==> config.mk <==
export PLATFORM = sky130hd
export DESIGN_NAME = pipeline_execute
export DESIGN_NICKNAME = d
export VERILOG_FILES = /design/src/rtl/pipeline_execute_pkg.sv /design/src/rtl/pipeline_execute_mul.sv /design/src/rtl/pipeline_execute.sv
export SDC_FILE = /design/constraint.sdc
export NUM_CORES = 1
export LEC_CHECK = 0
export CAP_MARGIN = 20
export CORE_MARGIN = 1
export CORE_UTILIZATION = 30
export CTS_BUF_LIST = sky130_fd_sc_hd__clkbuf_4
export DETAILED_ROUTE_END_ITERATION = 6
export MAX_ROUTING_LAYER = met4
export PLACE_DENSITY = 0.56
export SLEW_MARGIN = 20
export SYNTH_ARGS = -nofsm -noshare
export SYNTH_HDL_FRONTEND = slang
export SYNTH_SLANG_ARGS = --single-unit
==> constraint.sdc <==
create_clock -name clk -period 10 [get_ports clk]
set_input_delay 2 -clock clk [delete_from_list [all_inputs] [get_ports clk]]
set_output_delay 2 -clock clk [all_outputs]
set_load 0.02 [all_outputs]
==> src/rtl/pipeline_execute_pkg.sv <==
// Shared encodings for the execute stage: ALU op codes, MEM op codes,
// the multiplier FSM states and the E-stage control bundle.
package pipeline_execute_pkg;

    localparam logic [3:0] ALU_ADD   = 4'd0;
    localparam logic [3:0] ALU_SUB   = 4'd1;
    localparam logic [3:0] ALU_SLL   = 4'd2;
    localparam logic [3:0] ALU_SLT   = 4'd3;
    localparam logic [3:0] ALU_SLTU  = 4'd4;
    localparam logic [3:0] ALU_XOR   = 4'd5;
    localparam logic [3:0] ALU_SRL   = 4'd6;
    localparam logic [3:0] ALU_SRA   = 4'd7;
    localparam logic [3:0] ALU_OR    = 4'd8;
    localparam logic [3:0] ALU_AND   = 4'd9;
    localparam logic [3:0] ALU_PASSB = 4'd10;
    localparam logic [3:0] ALU_MUL   = 4'd11;
    localparam logic [3:0] ALU_MULHU = 4'd12;

    localparam logic [3:0] MEM_LB  = 4'd0;
    localparam logic [3:0] MEM_LH  = 4'd1;
    localparam logic [3:0] MEM_LW  = 4'd2;
    localparam logic [3:0] MEM_LBU = 4'd3;
    localparam logic [3:0] MEM_LHU = 4'd4;
    localparam logic [3:0] MEM_SB  = 4'd5;
    localparam logic [3:0] MEM_SH  = 4'd6;
    localparam logic [3:0] MEM_SW  = 4'd7;
    localparam logic [3:0] NO_MEM  = 4'd15;

    typedef enum logic [1:0] {
        MUL_IDLE = 2'd0,
        MUL_BUSY = 2'd1,
        MUL_DONE = 2'd2
    } mul_state_e;

    typedef struct packed {
        logic       regWriteEn;
        logic [1:0] resultSrc;
        logic       memWriteEn;
        logic [3:0] memOpType;
        logic [3:0] aluOp;
    } ex_ctrl_t;

    function automatic ex_ctrl_t ctrl_bubble();
        ex_ctrl_t c;
        c.regWriteEn = 1'b0;
        c.resultSrc  = 2'd0;
        c.memWriteEn = 1'b0;
        c.memOpType  = NO_MEM;
        c.aluOp      = ALU_ADD;
        return c;
    endfunction

    function automatic logic is_mul_op(input logic [3:0] op);
        return (op == ALU_MUL) || (op == ALU_MULHU);
    endfunction

endpackage

==> src/rtl/pipeline_execute_mul.sv <==
// Iterative unsigned shift-add multiplier: one partial product per cycle,
// full double-width product held in the accumulator while in DONE.
module mul_iterative
    import pipeline_execute_pkg::*;
#(
    parameter int XLEN       = 32,
    parameter int MUL_CYCLES = 32
) (
    input  logic              clk,
    input  logic              reset,
    input  logic              start_i,
    input  logic              abort_i,
    input  logic [XLEN-1:0]   a_i,
    input  logic [XLEN-1:0]   b_i,
    output logic              busy_o,
    output logic              done_o,
    output logic [2*XLEN-1:0] product_o
);
    localparam int CW = (MUL_CYCLES > 1) ? $clog2(MUL_CYCLES) : 1;

    mul_state_e        state_q, state_d;
    logic [CW-1:0]     count_q, count_d;
    logic [2*XLEN-1:0] acc_q, acc_d;
    logic [2*XLEN-1:0] mcand_q, mcand_d;
    logic [XLEN-1:0]   mplr_q, mplr_d;

    always_comb begin
        state_d = state_q;
        count_d = count_q;
        acc_d   = acc_q;
        mcand_d = mcand_q;
        mplr_d  = mplr_q;
        if (abort_i) begin
            state_d = MUL_IDLE;
            count_d = '0;
            acc_d   = '0;
        end else begin
            unique case (state_q)
                MUL_IDLE: if (start_i) begin
                    mcand_d = {{XLEN{1'b0}}, a_i};
                    mplr_d  = b_i;
                    acc_d   = '0;
                    count_d = '0;
                    state_d = MUL_BUSY;
                end
                MUL_BUSY: begin
                    if (mplr_q[0]) acc_d = acc_q + mcand_q;
                    mcand_d = mcand_q << 1;
                    mplr_d  = mplr_q >> 1;
                    if (count_q == CW'(MUL_CYCLES - 1)) begin
                        count_d = '0;
                        state_d = MUL_DONE;
                    end else begin
                        count_d = count_q + 1'b1;
                    end
                end
                MUL_DONE: state_d = MUL_IDLE;
                default:  state_d = MUL_IDLE;
            endcase
        end
    end

    always_ff @(posedge clk or posedge reset) begin
        if (reset) begin
            state_q <= MUL_IDLE;
            count_q <= '0;
            acc_q   <= '0;
            mcand_q <= '0;
            mplr_q  <= '0;
        end else begin
            state_q <= state_d;
            count_q <= count_d;
            acc_q   <= acc_d;
            mcand_q <= mcand_d;
            mplr_q  <= mplr_d;
        end
    end

    assign busy_o    = (state_q != MUL_IDLE);
    assign done_o    = (state_q == MUL_DONE);
    assign product_o = acc_q;

endmodule

==> src/rtl/pipeline_execute.sv <==
// RV32 execute stage: ID/EX register, single-cycle ALU and an iterative
// multiplier that stalls decode and bubbles MEM until its product is ready.
module pipeline_execute
    import pipeline_execute_pkg::*;
#(
    parameter int XLEN       = 32,
    parameter int MUL_CYCLES = 32
) (
    input  logic            clk,
    input  logic            reset,
    input  logic            validD,
    input  logic            flushE,
    input  logic            regWriteEnD,
    input  logic [1:0]      resultSrcD,
    input  logic            memWriteEnD,
    input  logic [3:0]      memOpTypeD,
    input  logic [3:0]      aluOpD,
    input  logic [XLEN-1:0] srcAD,
    input  logic [XLEN-1:0] srcBD,
    input  logic [XLEN-1:0] memWriteDataD,
    output logic            regWriteEnE,
    output logic [1:0]      resultSrcE,
    output logic            memWriteEnE,
    output logic [3:0]      memOpTypeE,
    output logic [XLEN-1:0] aluResultE,
    output logic [XLEN-1:0] memWriteDataE,
    output logic            stallD,
    output logic            mulBusyE
);
    ex_ctrl_t          ctrl_q, ctrl_d;
    logic [XLEN-1:0]   srcA_q, srcA_d;
    logic [XLEN-1:0]   srcB_q, srcB_d;
    logic [XLEN-1:0]   wdata_q, wdata_d;

    logic              mul_busy, mul_done, mul_start, mul_held;
    logic [2*XLEN-1:0] product;
    logic [4:0]        shamt;

    // A multiply sitting in E with the FSM idle has not launched yet and still stalls.
    assign mul_held  = is_mul_op(ctrl_q.aluOp);
    assign stallD    = mul_busy ? !mul_done : mul_held;
    assign mul_start = !mul_busy && mul_held && !flushE;
    assign mulBusyE  = mul_busy;

    mul_iterative #(.XLEN(XLEN), .MUL_CYCLES(MUL_CYCLES)) u_mul (
        .clk       (clk),
        .reset     (reset),
        .start_i   (mul_start),
        .abort_i   (flushE),
        .a_i       (srcA_q),
        .b_i       (srcB_q),
        .busy_o    (mul_busy),
        .done_o    (mul_done),
        .product_o (product)
    );

    always_comb begin
        ctrl_d  = ctrl_q;
        srcA_d  = srcA_q;
        srcB_d  = srcB_q;
        wdata_d = wdata_q;
        if (flushE || (!stallD && !validD)) begin
            ctrl_d  = ctrl_bubble();
            srcA_d  = '0;
            srcB_d  = '0;
            wdata_d = '0;
        end else if (!stallD) begin
            ctrl_d.regWriteEn = regWriteEnD;
            ctrl_d.resultSrc  = resultSrcD;
            ctrl_d.memWriteEn = memWriteEnD;
            ctrl_d.memOpType  = memOpTypeD;
            ctrl_d.aluOp      = aluOpD;
            srcA_d            = srcAD;
            srcB_d            = srcBD;
            wdata_d           = memWriteDataD;
        end
    end

    always_ff @(posedge clk or posedge reset) begin
        if (reset) begin
            ctrl_q  <= ctrl_bubble();
            srcA_q  <= '0;
            srcB_q  <= '0;
            wdata_q <= '0;
        end else begin
            ctrl_q  <= ctrl_d;
            srcA_q  <= srcA_d;
            srcB_q  <= srcB_d;
            wdata_q <= wdata_d;
        end
    end

    assign shamt = srcB_q[4:0];

    always_comb begin
        aluResultE = '0;
        unique case (ctrl_q.aluOp)
            ALU_ADD:   aluResultE = srcA_q + srcB_q;
            ALU_SUB:   aluResultE = srcA_q - srcB_q;
            ALU_SLL:   aluResultE = srcA_q << shamt;
            ALU_SLT:   aluResultE = {{(XLEN-1){1'b0}}, $signed(srcA_q) < $signed(srcB_q)};
            ALU_SLTU:  aluResultE = {{(XLEN-1){1'b0}}, srcA_q < srcB_q};
            ALU_XOR:   aluResultE = srcA_q ^ srcB_q;
            ALU_SRL:   aluResultE = srcA_q >> shamt;
            ALU_SRA:   aluResultE = XLEN'($signed(srcA_q) >>> shamt);
            ALU_OR:    aluResultE = srcA_q | srcB_q;
            ALU_AND:   aluResultE = srcA_q & srcB_q;
            ALU_PASSB: aluResultE = srcB_q;
            ALU_MUL:   aluResultE = mul_done ? product[XLEN-1:0] : '0;
            ALU_MULHU: aluResultE = mul_done ? product[2*XLEN-1:XLEN] : '0;
            default:   aluResultE = '0;
        endcase
    end

    // MEM only ever sees a bubble while the multiplier owns the stage.
    assign regWriteEnE   = ctrl_q.regWriteEn & ~stallD;
    assign memWriteEnE   = ctrl_q.memWriteEn & ~stallD;
    assign memOpTypeE    = stallD ? NO_MEM : ctrl_q.memOpType;
    assign resultSrcE    = ctrl_q.resultSrc;
    assign memWriteDataE = wdata_q;

endmodule

Word level (Yosys, flattened, before mapping)
Index checks and enable logic that the tools add are counted.

Register bits after elaboration: 275. Word-level logic and storage cells: 97.

Add/sub/neg operators: 4. Magnitude comparators: 2. Equal/unequal tests: 20. Shift operators: 3. Muxes and demuxes: 29. Bitwise logic cells: 7. Reduce and logical (&&, ||, !) cells: 19.

Operator list (count): 32-bit one-hot mux with 13 select lines (1); 32-bit two-way mux (9); 64-bit two-way mux (4); 64-bit one-hot mux with 2 select lines (2); 64-bit adder (1); 32-bit less-than comparator (2); 32-bit one-hot mux with 2 select lines (1); 32-bit adder (1); 32-bit AND (1); 32-bit OR (1); 32-bit by 5-bit left shift with 32-bit output (1); 32-bit by 5-bit right shift with 32-bit output (1); 32-bit by 5-bit >>> shifter with 32-bit output (1); 32-bit subtractor (1); 32-bit bitwise XOR (1); 12-bit two-way mux (2); 4-bit equality test, second input constant (5); 4-bit by 3-bit equality test with 1-bit output, second input constant (4); 5-bit two-way mux (3); 5-bit one-hot mux with 2 select lines (1); 4-bit by 2-bit equality test with 1-bit output, second input constant (2); 2-bit two-way mux (3); 3-bit by 2-bit inequality test with 1-bit output, second input constant (2); 3-bit AND reduction (2); 21 further kinds (32).

Logic depth before layout (Yosys ltp)
Gate-level depths: netlist of run 1.

Word-level depth: 7. Gate-level depth with buffers: 17.

Modules after synthesis
Synthesis of run 1 repeated with hierarchy kept, for this count alone.

Cells, all modules: 2954. Area, all modules: 23413.7 µm².

By module, submodules not included: pipeline_execute (instances 1, cells each 1765, area an instance 13118.8 µm², seq. area each 2707.6 µm²); mul_iterative (instances 1, cells each 1189, area an instance 10294.9 µm², seq. area each 4179.0 µm²).

Worst setup path before layout of run 1
No wires, ideal clock.

Path kind: register to output. From: register srcB_q[2]. To: output port aluResultE[19]. Arrival time: 4.432 ns. Setup slack: 3.568 ns. Cell stages (with the launch flop): 17. Cells stage by stage: dfrtp_1 inv_1 buf_2 buf_1 buf_2 buf_1 ha_1 buf_6 or3_1 o21ai_1 and4_1 nor3_2 o31a_1 o31ai_1 a31oi_1 o221a_2 o21ai_0.

Cells in the longest elaborated chain, start to end: 2. Elaborated cells on any way between the ends: 6.

RTL lines: start: declaration (line pipeline_execute.sv:32) `logic [XLEN-1:0] srcB_q, srcB_d;`; start signal: assignment (line pipeline_execute.sv:88) `srcB_q <= srcB_d;`; 32-bit subtractor, or another cell as far along (line pipeline_execute.sv:99) `ALU_SUB: aluResultE = srcA_q - srcB_q;`; 32-bit one-hot mux with 13 select lines (*) (line pipeline_execute.sv:97) `unique case (ctrl_q.aluOp)`; end: declaration (line pipeline_execute.sv:25) `output logic [XLEN-1:0] aluResultE,`.

Every way passes the cells marked *; elsewhere a longest branch is shown, timed or not.

Final worst setup path of run 1
From: register srcB_q[1]. To: output port aluResultE[31].

The elaborated chain is that of the path after synthesis.

==> results.json, run 1 <==
{
  "yosysSeqAreaShare_pct": 29.6,
  "grt_pass1_wl_um": 146000,
  "cts_tree": "built",
  "vias_per_cell": 5.80,
  "holdBufCountCts": 0,
  "crit_path_start_kind": "register",
  "max-cap-violations": 0,
  "cts-resized-gates": 0,
  "p_sw_share_pct": 35.9,
  "yosysTopAreaCell": "dfrtp_1",
  "ios": 186,
  "path_max_fanout": 43,
  "grt_util_met3_pct": 5.15,
  "clock-sinks": 275,
  "finalSetupTns_ns": 0,
  "multi_input_comb_area_sq_mm": 0.0151,
  "grt_usage_pct": 25.3,
  "cts_buffer_depth": 3,
  "io_buffers": 185,
  "syn_area_sq_mm": 0.0233,
  "max_freq_mhz": 118,
  "peakVddDrop_mv": 0.0668,
  "ys_top_cells_by_area": "dfrtp_1 29%, ha_1 8.8%, o21ai_0 6.4%, mux4_2 5.4%, nand2_1 4.9%",
  "syn-num-nets": 3028,
  "hold_viol_final": 0,
  "drc": 0,
  "finalNonFillerCells": 3956,
  "fin_crit_sh_pct": 84.8,
  "cts-htree-levels": 3,
  "drt-total-wl_um": 98200,
  "grt_max_degree": 118,
  "setup_viol": 0,
  "p_seq_share_pct": 39.3,
  "timing.final.crit_period_ns": 8.48,
  "dieArea_sq_mm": 0.0786,
  "power_density_mw_per_mm2": 122,
  "skew_ns": 0.0934,
  "gr-max-usage-layer": "met2",
  "drt_first_iter_violations": 2318,
  "crit_type": "reg -> out",
  "seq_area_sq_mm": 0.00689,
  "clk_root_buffer_cell": "clkbuf_4",
  "synth_edf_count": 0,
  "power.internal_mw": 2.11,
  "reg2reg_slack_ns": 5.71,
  "dp_slack_ns": 2.45,
  "gr-usage-met2_pct": 39.0,
  "hpwlAfterDp_um": 72500,
  "place_inst": 3795,
  "wl_per_cell_um": 24.8,
  "first_global_vias": 22500,
  "synthToLayoutAreaGrowth_pct": 16.0,
  "critPathTopFamily": "compound AO/OA/AOI/OAI gates",
  "dr.pass1.iters": 6,
  "place_congestion": 1.05,
  "antenna_found_initial": 4,
  "die_h_um": 280,
  "p_sw_mw": 1.18,
  "async_flop_share_pct": 100,
  "num_rows": 101,
  "start_util_pct": 30.5,
  "ant_nets": 0,
  "path_clk_slew_ns": 0.07,
  "cp-end-kind": "primary output",
  "syn_area_per_cell_sq_um": 8.46,
  "postCtsSetupRepairBufs": 0,
  "fillers": 8057,
  "ys_types": 102,
  "synth-seq-cells": 275,
  "routed-via-count": 22900,
  "pwr-share-clk_pct": 36.5,
  "grt_remaining_overflow": 0,
  "cpPeakStageDelay_ns": 1.02,
  "drive_above_1_share_pct": 9.86,
  "status": "complete, no violations",
  "arrival_ns": 6.48,
  "fin_ws_ns": 1.52,
  "clk_latency_ns": 0.93,
  "drv_slew": 0,
  "use_met1_pct": 32.2,
  "slowest_stage": "dfrtp_2",
  "die_x_um": 280,
  "cts_buffers": 84,
  "p_comb_share_pct": 24.2,
  "placed_area_sq_mm": 0.0258,
  "worst-path-buf-inv": 2,
  "core_sq_mm": 0.0763,
  "fin_area_sq_mm": 0.0270,
  "synthCells": 2749,
  "slew_headroom_pct": 27.3,
  "yosys_warnings": 0,
  "crit_chain": "inv_1, ha_1, a211oi_1, o21ai_1, a41o_1, nand4_1, a2111oi_0, o21ai_0, a211oi_1, o311ai_0, o21ai_0, o2bb2ai_1, clkdlybuf4s50_1",
  "crit_required_ns": 8.00,
  "final_net_count": 3130,
  "ys.flop_type": "dfrtp_1",
  "hold_class": "reg -> reg",
  "tightestPinTransition_ns": 1.06,
  "synth_top_area_share_pct": 29.2,
  "p_leak_nw": 11.7,
  "grt_setup_unrepaired": "false"
}
registers in the layout (all words and copies together) (netlist names):
register,count
u_mul.mcand_q,64
resultSrcE,2
memWriteDataE,32
srcB_q,32
u_mul.state_q,2
u_mul.mplr_q,32
ctrl_q,10
u_mul.count_q,5
srcA_q,32
u_mul.product_o,64
layout make-up:
class                           instances  share of cell area (%)
Multi-Input combinational cell       2154                    56.0
Sequential cell                       275                    25.6
Tap cell                             1030                    4.78
Inverter                              115                    1.63
Clock inverter                         36                   0.825
Antenna cell                            6                  0.0556
Clock buffer                          119                    3.31
Timing Repair Buffer                  221                    7.86
worst paths after layout:
path | startpoint | endpoint | cells after the start
min in group asynchronous | reset | u_mul.product_o[51]$_DFFE_PP0P_ | 2
worst min-delay path | u_mul.mplr_q[31]$_DFFE_PP0P_ | u_mul.mplr_q[31]$_DFFE_PP0P_ | 2
worst max-delay path | srcB_q[1]$_DFFE_PP0P_ | aluResultE[31] | 13
worst max register to register | u_mul.mcand_q[2]$_DFFE_PP0P_ | u_mul.product_o[61]$_DFFE_PP0P_ | 11
max in group asynchronous | reset | srcB_q[0]$_DFFE_PP0P_ | 3
worst min register to register | u_mul.mplr_q[31]$_DFFE_PP0P_ | u_mul.mplr_q[31]$_DFFE_PP0P_ | 2
cell usage after synthesis, types with 7 or more instances:
cell	number
a2111oi_0	14
a211o_1	9
a211oi_1	20
a21o_1	58
a21oi_1	197
a221o_1	21
a221oi_1	32
a22o_1	79
a22oi_1	48
a31oi_1	22
and2_1	8
and3_1	11
buf_1	20
buf_2	12
buf_4	7
clkbuf_1	156
dfrtp_1	271
ha_1	164
inv_1	112
mux2i_1	103
mux4_2	56
nand2_1	302
nand2b_1	25
nand3_1	34
nand4_1	21
nor2_1	225
nor2b_1	15
nor3_1	51
nor4_1	12
o211ai_1	30
o21a_1	9
o21ai_0	298
o21bai_1	23
o221ai_1	15
o22ai_1	19
o31ai_1	16
or2_2	10
or3_1	22
xnor2_1	32
xor2_1	24
through the flow:
| stage | util, % | power, mW | hold slack [ns] |
|---|---|---|---|
| after floorplan | - | 1.78 | 0.438 |
| after global placement | 33.9 | 2.10 | 0.455 |
| after detailed placement | 33.9 | 2.10 | 0.464 |
| after CTS | 35.3 | 3.32 | 0.479 |
| after global routing | 35.3 | 3.46 | 0.506 |
| final | 35.3 | 3.29 | 0.477 |
placed cells by master (no fill, tap or decap), types with 11 or more instances in the layout:
cell type	count
or3_1	21
o31ai_1	16
inv_1	110
o21bai_1	23
a22o_1	79
o221ai_1	15
nor2b_1	15
o21ai_0	298
and3_1	11
clkinv_1	29
nor3_1	49
dfrtp_1	267
a2111oi_0	14
clkbuf_4	119
xnor2_1	32
nand2b_1	24
buf_4	36
nand3_1	34
o211ai_1	30
nor4_1	11
a211oi_1	20
nor2_1	218
ha_1	164
a22oi_1	48
mux2i_1	103
xor2_1	24
clkdlybuf4s50_1	185
nand2_1	302
a221o_1	21
a21o_1	58
a31oi_1	22
mux4_2	56
nand4_1	21
a221oi_1	32
a21oi_1	197
o22ai_1	18
layer usage:
metal  part of all wire (%)  routed length, um
met3                    7.1               7010
met1                     43              42400
met5                      0                  0
met4                    4.2               4080
met2                     46              44700
worst min-delay path: cells and delay by family (launching register included):
family | cells | cell delay (ns)
flops | 1 | 0.35
simple gates | 2 | 0.10
cell families (layout without fill, tap and decap cells):
group | Yosys count | count (layout) | share of synthesized area, %
compound gates | 997 | 997 | 28.5
xor+xnor | 56 | 56 | 2.11
fa+ha+maj | 167 | 167 | 9.08
buf+inv | 320 | 491 | 5.74
flops | 275 | 275 | 29.6
mux | 162 | 162 | 10.0
other cells | 0 | 6 | 0
simple gates | 772 | 772 | 15.0
power by group through the flow:
| stage | logic (mW) | clock network, mW | registers (mW) |
|---|---|---|---|
| 3_5_place_dp | 0.786 | 0 | 1.31 |
| 5_1_grt | 0.861 | 1.30 | 1.30 |
| 6_report | 0.796 | 1.20 | 1.29 |
| 3_3_place_gp | 0.785 | 0 | 1.31 |
| 2_1_floorplan | 0.507 | 0 | 1.27 |
| 4_1_cts | 0.788 | 1.24 | 1.29 |
Note: power is estimated with default switching activity, not from simulation.
==> run 2, diff against run 1 <==
- PLACE_DENSITY: 0.56 -> 0.55
- clock period: 10 -> 8.6 ns (I/O delays scaled with it)
==> results.json, run 2 (synthesis gave the netlist of run 1 again) <==
{
  "vias_per_cell": 5.79,
  "path_max_fanout": 18,
  "cts_tree": "built",
  "cts_buffer_depth": 3,
  "dr.pass1.iters": 6,
  "drc": 0,
  "grt_setup_unrepaired": "false",
  "status": "complete, no violations",
  "cpPeakStageDelay_ns": 0.71,
  "grt_usage_pct": 25.4,
  "crit_chain": "inv_1, ha_1, a211oi_1, o21ai_1, a41o_1, nand4_1, a2111oi_0, o21ai_0, a211oi_1, o21ai_0, and3b_1, o2bb2ai_1, clkdlybuf4s50_1",
  "hold_class": "reg -> reg",
  "p_leak_nw": 11.8,
  "routed-via-count": 22900,
  "place_congestion": 1.02,
  "grt_max_degree": 131,
  "cts_buffers": 83,
  "start_util_pct": 30.5,
  "crit_required_ns": 6.88,
  "fin_ws_ns": 0.915,
  "die_x_um": 280,
  "skew_ns": 0.0697,
  "tightestPinTransition_ns": 1.02,
  "final_net_count": 3134,
  "clk_latency_ns": 0.89,
  "peakVddDrop_mv": 0.0603,
  "mostFrequentLayoutCell": "nand2_1",
  "hold_viol_final": 0,
  "postCtsSetupRepairBufs": 0,
  "grt_remaining_overflow": 0,
  "clock-sinks": 275,
  "drv_slew": 0,
  "dp_slack_ns": 1.94,
  "finalSetupTns_ns": 0,
  "clk_root_buffer_cell": "clkbuf_4",
  "cts-htree-levels": 3,
  "max_freq_mhz": 130,
  "dieArea_sq_mm": 0.0786,
  "arrival_ns": 5.96,
  "first_global_vias": 22200,
  "io_buffers": 185,
  "cts-resized-gates": 0,
  "core_sq_mm": 0.0763,
  "critPathTopFamily": "compound AO/OA/AOI/OAI gates",
  "max-cap-violations": 0,
  "cp-end-kind": "primary output",
  "worst-path-buf-inv": 2,
  "slowest_stage": "dfrtp_2",
  "slew_headroom_pct": 30.3,
  "drt-total-wl_um": 97800,
  "holdBufCountCts": 0,
  "drt_first_iter_violations": 2113,
  "ios": 186,
  "grt_pass1_wl_um": 146000,
  "crit_path_start_kind": "register",
  "power_density_mw_per_mm2": 140,
  "drive_above_1_share_pct": 10.3,
  "wl_per_cell_um": 24.7,
  "synthToLayoutAreaGrowth_pct": 16.0,
  "num_rows": 101,
  "setup_viol": 0,
  "ant_nets": 0,
  "crit_type": "reg -> out",
  "path_clk_slew_ns": 0.07,
  "fin_crit_sh_pct": 89.4,
  "antenna_found_initial": 3,
  "timing.final.crit_period_ns": 7.68,
  "hpwlAfterDp_um": 73000,
  "die_h_um": 280,
  "final_cell_mix": "302 x nand2_1, 298 x o21ai_0, 266 x dfrtp_1, 218 x nor2_1, 197 x a21oi_1"
}
## run 2: changes by cell type in the layout (fill, tap and decap cells not counted), moves of 2 or more
cell	delta
clkinv_1	-12
clkinv_2	+5
buf_4	+3
clkbuf_4	+3
buf_12	+2
## run 2: routing by layer
| layer | GRT usage, % | vias to the layer above | wire (um) |
|---|---|---|---|
| li1 | - | 10500 | - |
| met1 | 33.4 | 11400 | 43200 |
| met2 | 39.9 | 883 | 45400 |
| met3 | 3.57 | 168 | 6060 |
| met4 | 8.22 | 0 | 3160 |
| met5 | - | - | 0 |
## run 2: power breakdown
part / switching, mW / leakage (nW) / internal, mW
combinational: 0.563 / 7.44 / 0.363
clock: 0.662 / 0.642 / 0.683
sequential: 0.120 / 3.69 / 1.39
total: 1.34 / 11.8 / 2.43
## run 2: path summary, 6_finish.rpt
kind,startpoint,to,slack (ns),cells after the start
worst max-delay path,srcB_q[1]$_DFFE_PP0P_,aluResultE[31],0.92,13
worst min-delay path,u_mul.mplr_q[31]$_DFFE_PP0P_,u_mul.mplr_q[31]$_DFFE_PP0P_,0.47,2
worst max register to register,ctrl_q[2]$_DFFE_PP0P_,srcA_q[21]$_DFFE_PP0P_,4.40,12
worst min register to register,u_mul.mplr_q[31]$_DFFE_PP0P_,u_mul.mplr_q[31]$_DFFE_PP0P_,0.47,2
max in group asynchronous,reset,srcB_q[0]$_DFFE_PP0P_,6.13,3
min in group asynchronous,reset,u_mul.mcand_q[60]$_DFFE_PP0P_,1.24,2
## run 2: cell type report
type | count | area (sq um)
fill | 8121 | 49300
tap | 1030 | 1290
timing repair buffer | 226 | 2180
multi-input combinational | 2154 | 15100
inverter | 115 | 435
clock buffer | 122 | 916
sequential | 275 | 6900
clock inverter | 27 | 151
antenna | 5 | 12.5
## run 2: worst reg2reg max path: cells and delay by family, from the launching register on
family | cells | cell delay (ns)
simple gates | 7 | 1.80
flops | 1 | 0.75
buf+inv | 4 | 1.43
compound gates | 1 | 0.14
## run 2: through the flow
step | power, mW | area, sq um | util (%) | hold slack (ns) | cells
finish | 3.78 | 27000 | 35.4 | 0.468 | 3954
global route | 3.98 | 27000 | 35.4 | 0.492 | 3954
CTS | 3.82 | 27000 | 35.3 | 0.471 | 3949
detailed placement | 2.44 | 25900 | 33.9 | 0.456 | 3800
global placement | 2.44 | 25900 | 33.9 | 0.455 | 3800
floorplan | 2.07 | 23300 | - | 0.438 | 2749
